<file path="config.mk">
export PLATFORM = sky130hd
export DESIGN_NAME = rsa_keygen_seq
export DESIGN_NICKNAME = d
export VERILOG_FILES = /design/src/rtl/rsa_keygen_seq.sv
export SDC_FILE = /design/constraint.sdc
export NUM_CORES = 1
export LEC_CHECK = 0
export CAP_MARGIN = 15
export CORE_ASPECT_RATIO = 1.2
export CORE_MARGIN = 2
export CORE_UTILIZATION = 36
export CTS_CLUSTER_SIZE = 16
export DETAILED_ROUTE_END_ITERATION = 6
export PLACE_DENSITY = 0.76
export SYNTH_ARGS = -nofsm -noshare
export SYNTH_HDL_FRONTEND = slang
export SYNTH_SLANG_ARGS = --single-unit
</file>
<file path="constraint.sdc">
create_clock -name clk -period 1.45 [get_ports clk]
set_input_delay 0.3625 -clock clk [delete_from_list [all_inputs] [get_ports clk]]
set_output_delay 0.3625 -clock clk [all_outputs]
set_load 0.01 [all_outputs]
</file>
<file path="src/rtl/rsa_keygen_seq.sv">
// Key-generation sequencer: drives the n/phi and e/d engines, shares the LFSR enable, retries on
// watchdog expiry and holds the final key set. Define KEYGEN_STATS_EN to add the gen_cycles counter.
//
// state  | meaning
// S_IDLE | waiting for start; LFSR free-runs when en=1
// S_NPHI | n/phi engine running, waiting for nphi_valid
// S_ED   | e/d engine running on phi_out, waiting for ed_valid
module rsa_keygen_seq #(
  parameter int WIDTH          = 32,
  parameter int TIMEOUT_CYCLES = 1048576,
  parameter int MAX_RETRY      = 3,
  localparam int TCW = $clog2(TIMEOUT_CYCLES + 1),
  localparam int RCW = (MAX_RETRY > 0) ? $clog2(MAX_RETRY + 1) : 1
) (
  input  logic             clk,
  input  logic             rst,
  input  logic             en,
  input  logic             start,
  input  logic             abort,
  output logic             nphi_start,
  input  logic [WIDTH-1:0] nphi_n,
  input  logic [WIDTH-1:0] nphi_phi,
  input  logic             nphi_valid,
  input  logic             nphi_rng_req,
  output logic             ed_clr,
  output logic             ed_en,
  output logic [WIDTH-1:0] phi_out,
  input  logic [WIDTH-1:0] ed_e,
  input  logic [WIDTH-1:0] ed_d,
  input  logic             ed_valid,
  input  logic             ed_rng_req,
  output logic             rng_en,
  output logic [WIDTH-1:0] n_key,
  output logic [WIDTH-1:0] e_key,
  output logic [WIDTH-1:0] d_key,
  output logic             key_valid,
  output logic             done,
  output logic             busy,
  output logic             error,
`ifdef KEYGEN_STATS_EN
  output logic [31:0]      gen_cycles,
`endif
  output logic [RCW-1:0]   retry_cnt
);

  typedef enum logic [1:0] {S_IDLE, S_NPHI, S_ED} state_t;

  localparam logic [TCW-1:0] TIMER_LAST = TCW'(TIMEOUT_CYCLES - 1);
  localparam logic [RCW-1:0] RETRY_MAX  = RCW'(MAX_RETRY);

  state_t         state, state_nxt;
  logic [TCW-1:0] timer;
  logic           expired, can_retry;
  logic           accept, nphi_ok, ed_ok, retry, fail, aborted;

  assign expired   = (timer == TIMER_LAST);
  assign can_retry = (retry_cnt < RETRY_MAX);

  always_ff @(posedge clk) begin
    if (rst) state <= S_IDLE;
    else     state <= state_nxt;
  end

  // Priority inside a running state: abort, then valid, then watchdog expiry.
  always_comb begin
    state_nxt = state;
    accept    = 1'b0;
    nphi_ok   = 1'b0;
    ed_ok     = 1'b0;
    retry     = 1'b0;
    fail      = 1'b0;
    aborted   = 1'b0;
    rng_en    = 1'b0;
    ed_clr    = 1'b1;
    case (state)
      S_IDLE: begin
        rng_en = en;
        if (start && en) begin
          accept    = 1'b1;
          state_nxt = S_NPHI;
        end
      end
      S_NPHI: begin
        rng_en = nphi_rng_req;
        if (abort) begin
          aborted   = 1'b1;
          state_nxt = S_IDLE;
        end else if (nphi_valid) begin
          nphi_ok   = 1'b1;
          state_nxt = S_ED;
        end else if (expired) begin
          retry     = can_retry;
          fail      = !can_retry;
          state_nxt = can_retry ? S_NPHI : S_IDLE;
        end
      end
      S_ED: begin
        rng_en = ed_rng_req | nphi_rng_req;
        ed_clr = 1'b0;
        if (abort) begin
          aborted   = 1'b1;
          state_nxt = S_IDLE;
        end else if (ed_valid) begin
          ed_ok     = 1'b1;
          state_nxt = S_IDLE;
        end else if (expired) begin
          retry     = can_retry;
          fail      = !can_retry;
          state_nxt = can_retry ? S_NPHI : S_IDLE;
        end
      end
      default: state_nxt = S_IDLE;
    endcase
  end

  always_ff @(posedge clk) begin
    if (rst) begin
      timer      <= '0;
      retry_cnt  <= '0;
      phi_out    <= '0;
      n_key      <= '0;
      e_key      <= '0;
      d_key      <= '0;
      key_valid  <= 1'b0;
      done       <= 1'b0;
      busy       <= 1'b0;
      error      <= 1'b0;
      nphi_start <= 1'b0;
      ed_en      <= 1'b0;
    end else begin
      nphi_start <= accept | retry;
      ed_en      <= nphi_ok;
      done       <= ed_ok;
      if (state != S_IDLE) timer <= timer + 1'b1;
      if (accept) begin
        busy      <= 1'b1;
        key_valid <= 1'b0;
        error     <= 1'b0;
        retry_cnt <= '0;
        timer     <= '0;
      end
      if (nphi_ok) begin
        phi_out <= nphi_phi;
        n_key   <= nphi_n;
      end
      if (ed_ok) begin
        e_key     <= ed_e;
        d_key     <= ed_d;
        key_valid <= 1'b1;
        busy      <= 1'b0;
      end
      if (retry) begin
        retry_cnt <= retry_cnt + 1'b1;
        timer     <= '0;
      end
      if (fail) begin
        error <= 1'b1;
        busy  <= 1'b0;
      end
      if (aborted) busy <= 1'b0;
    end
  end

`ifdef KEYGEN_STATS_EN
  // Counts every non-idle cycle of the current generation, so retries are included.
  always_ff @(posedge clk) begin
    if (rst)                                      gen_cycles <= '0;
    else if (accept)                              gen_cycles <= '0;
    else if (state != S_IDLE && gen_cycles != '1) gen_cycles <= gen_cycles + 1'b1;
  end
`endif

endmodule

</file>
Word-level counts from Yosys, hierarchy flattened --
Index checks and enable logic that the tools add are counted.
Word-level totals: register bits 159, input bits 137, output and inout port bits 138, logic and storage cells 69
Cells by class: $add $sub $neg 2, $lt $le $gt $ge 1, equal/unequal tests 4, multiplexer cells 37, bitwise gates (word level) 2, reduce and logical (&&, ||, !) cells 10
Operators with widths (count):
- $mux W1 | 25
- $add A21 B1 Y21 const B | 1
- $eq A21 B20 Y1 const B | 1
- $mux W2 | 8
- $reduce_bool A2 Y1 | 4
- $pmux W2 S3 | 1
- $pmux W1 S2 | 2
- $reduce_or A4 Y1 | 1
- $pmux W1 S3 | 1
- $reduce_or A3 Y1 | 1
- $add A2 B1 Y2 const B | 1
- $eq A2 B1 Y1 const B | 1
- $eq A2 B2 Y1 const B | 1
- $logic_not A2 Y1 | 1
- $lt A2 B2 Y1 const B | 1
- $ne A2 B2 Y1 const B | 1
- $or A1 B1 Y1 | 2
- $reduce_or A2 Y1 | 1
- $logic_and A1 B1 Y1 | 1
- $logic_not A1 Y1 | 1

Depth between registers and ports, before layout --
depth after elaboration 7, mapped depth 9, gate-level depth less buffers 7

Worst setup path after synthesis --
OpenSTA, ideal clock, no wires.
kind flip-flop to flip-flop, start point register state[0], end point register d_key[20], setup time 0.060 ns, arrival time 1.515 ns, data required time 1.390 ns, setup slack -0.124 ns, cell stages (with the launch flop) 8, path buffers 2, clock period less this slack 1.574 ns, cells stage by stage dfxtp_1 -> inv_1 -> ha_1 -> nand2_1 -> nor3_1 -> buf_2 -> buf_1 -> a22o_1
Between the ends: longest elaborated chain between the ends 2
Ends and longest elaborated chain:
- start: declaration | line 51 | state_t state, state_nxt;
- start signal: assignment | line 61 | else state <= state_nxt;
- $eq A2 B2 Y1 | line 75 | case (state)
- $mux W1 | line 75
- end signal: assignment | line 123 | d_key <= '0;
- end signal: assignment | line 148 | d_key <= ed_d;
- end: declaration | line 35 | output logic [WIDTH-1:0] d_key,
Every way passes these cells. A chain may end at the register's enable or synchronous reset.

Final worst setup path --
start point register state[0], end point output rng_en
Between the ends: longest elaborated chain between the ends 2, elaborated cells on any way between the ends 4, those cells by class eq/ne: 2; mux: 1; reduce/logical: 1
Ends and longest elaborated chain:
- $eq A2 B2 Y1 (tied with other cells) | line 75
- $pmux W1 S3 * | line 75
- end: declaration | line 32 | output logic rng_en,
Mark *: on every way between the ends. The rest lies on a longest branch, timed or not.

==> metrics.txt <==
status=complete, but fails checks; failing checks=negative setup slack; Finished Cell Area=0.01103 sq mm; share of layout cells above drive strength 1=27.58%; unrepaired setup endpoints after global routing=yes; Peak VDD IR=0.8210 mV; number of remaining DRC errors=0; fin nets=1110; height of the die=140.4 um; gr usage total=25.73%; Initial DRT Pass Iterations=4; Yosys Warn Count=0; CTS Sinks=159; Iter 0 DRT Violations=317; final WL=23380 um; Post-Syn Nets=738; core area=0.01508 sq mm; crit start category=flop; root buffer cell=clkbuf_16; fmax=499.6 MHz; crit path kind=reg -> out; I/O pin cnt=275; Finished Layout Cells=1185; Critical-path top delay cell=dfxtp_4; Seq/Total Area, Yosys=57.04%; WHS=0.4497 ns; Slew Limit Fails=0; cell count after synthesis=595; input/output buffers=274; Tcrit/Tclk final=138.0%; CP endpoint kind=output pin; unique cell type count in the Yosys netlist=35; Post-Syn Area=0.005580 sq mm; ordered cell list for the critical path=buf_4, ha_4, a21oi_2, nor2_2, a21oi_1, nor2_1, buf_2; Util after Layout=73.14%; Hold Path Class=reg -> reg; Pleak=4.787 nW; PD cells=951.4 mW/mm^2; CP required=1.09 ns; Filler Cell Count=981; row count=49; chip width=117.7 um; clock skew=0.007655 ns; Max Cap Viol=0; H-tree levels=4; Layout area overhead=97.67%; final setup TNS=-44.76 ns; HPWL after DPL=11890 um; final critical-path setup slack=-0.5516 ns; CTS Buf Count=17; Antenna Violating Nets Remaining=0; vias in the first global route=6101; largest net degree at the start of global routing=57; initial antenna violation count=1; WP data arrival=1.64 ns; Mean Syn Cell Area=9.379 sq um; Initial Utilization=37.00%; gpl congestion=0.7711; setup slack at placement=-0.7908 ns; clock-pin slew on the worst setup and hold paths=0.07 ns; worst-path fanout max=3; CTS max path bufs=2; Die Area=0.01652 sq mm; global-route wire length before repair=33530 um; WL per Instance=19.73 um; area of placed instances=0.008949 sq mm; routed vias/inst=5.093; placed cell count=1087; measured slew at the worst slew-check pin=0.3407 ns; #FFs+latches synth=159; CTS tree=done; CP peak stage delay=0.36 ns; clk_lat worst skew=0.42 ns; setup violators final=160; final hold violation count=0; GRT overflow=0; Final min period=2.002 ns; vias=6035; total power=10.49 mW; hold buffer count at cts=0; Worst slew margin=77.11%
[registers in the layout (all words and copies together), names as in the netlist]
signal	count
d_key	32
phi_out	32
key_valid	1
ed_en	1
error	1
n_key	32
e_key	32
busy	1
done	1
timer	21
retry_cnt	2
nphi_start	1
state	2
[cells in the final DEF, fill, tap and decap left out, drive strengths merged, types with 2 or more instances in the layout]
cell type | synthesis | final
dfxtp | 159 | 159
diode | 0 | 2
and3 | 3 | 3
xor2 | 15 | 15
ha | 6 | 6
xnor2 | 5 | 5
mux2i | 2 | 2
inv | 7 | 16
nor2 | 35 | 35
dlygate4sd2 | 0 | 111
nor3 | 3 | 3
nand4 | 9 | 9
nor4 | 2 | 2
a21oi | 73 | 73
clkbuf | 24 | 29
clkdlybuf4s50 | 0 | 135
clkdlybuf4s15 | 0 | 16
buf | 15 | 118
a31oi | 3 | 3
nand2b | 6 | 6
a22o | 64 | 64
nand3 | 14 | 14
nand2 | 138 | 138
nor2b | 2 | 2
bufinv | 0 | 4
[layer usage]
| layer | GRT usage (%) | wire, um | part of all wire, % | vias to the layer above |
|---|---|---|---|---|
| met5 | 0 | 0 | 0 | - |
| met4 | 10.72 | 915 | 3.9 | 0 |
| met3 | 8.428 | 1792 | 7.7 | 56 |
| met2 | 46.54 | 12260 | 52 | 281 |
| met1 | 27.45 | 8415 | 36 | 2909 |
| li1 | - | - | - | 2789 |
[area by class of cell]
| class | instances | area (sq um) | share of cell area [%] |
|---|---|---|---|
| diodes | 2 | 5.005 | 0.04537 |
| clock buffers | 17 | 425.4 | 3.857 |
| clock inverters | 14 | 216.5 | 1.962 |
| inverters | 7 | 31.28 | 0.2836 |
| multi-input cells | 390 | 2664 | 24.15 |
| flip-flops and latches | 159 | 3193 | 28.95 |
| well taps | 204 | 255.2 | 2.314 |
| repair buffers | 392 | 4240 | 38.44 |
[cells by family (layout without fill, tap and decap cells)]
logic type                 after synthesis  count (layout)  share of synthesized area [%]
xor gates and xnor gates                20              20                          3.139
and+or+nand+nor                        218             218                          17.33
AOI/OAI and AO/OA                      144             144                          17.40
DFF                                    159             159                          57.04
muxes                                    2               2                         0.3588
adders and majority gates                6               6                          1.345
buffers and inverters                   46             430                          3.386
other                                    0               2                              0
[cells in the mapped netlist (all sizes together)]
cell type	n	area share, %
nand2	138	9.3
nor3b	1	0.13
a21oi	73	6.5
a21o	1	0.13
and2	1	0.11
inv	7	0.47
or3	1	0.11
mux2i	2	0.36
nor2	35	2.4
nand3b	1	0.13
nand3	14	1.3
nand4b	1	0.16
a22o	64	10
xnor2	5	0.78
buf	15	1.3
xor2	15	2.4
a31oi	3	0.34
o22ai	1	0.11
nor4	2	0.76
dfxtp	159	57
o21ai	1	0.090
or2	1	0.11
clkbuf	24	1.6
and3	3	0.34
ha	6	1.3
nand2b	6	0.67
nor3	3	0.36
nand4	9	1.2
nor2b	2	0.22
a22oi	1	0.13
[timing repair]
| item | CTS | global route |
|---|---|---|
| resized for setup | 250 | 105 |
| buffers inserted | 39 | 12 |
| endpoints found under the setup margin | 296 | 183 |
| pin swaps | 31 | 36 |
| cloned | 19 | 5 |
[power by group]
part | internal, mW | leakage [nW] | total (mW) | switching, mW
Sequential | 4.41 | 1.28 | 4.43 | 0.0236
Clock | 2.95 | 0.313 | 4.97 | 2.02
Combinational | 0.677 | 3.19 | 1.09 | 0.416
Total | 8.04 | 4.79 | 10.5 | 2.46
[path summary, 6_finish.rpt]
check	from	to	slack [ns]	cells after the start
worst max register to register	state[1]	timer[13]	-0.53	10
worst max-delay path	state[0]	rng_en	-0.55	7
worst min-delay path	n_key[13]	n_key[13]	0.45	2
worst min register to register	n_key[13]	n_key[13]	0.45	2
[worst max-delay path, delay by kind of cell (launching register included)]
family	cells	cell delay (ns)
DFF	1	0.36
buffers and inverters	2	0.28
AOI/OAI and AO/OA	2	0.27
adders and majority gates	1	0.17
and+or+nand+nor	2	0.14
Power figures use the tool's default switching activity.
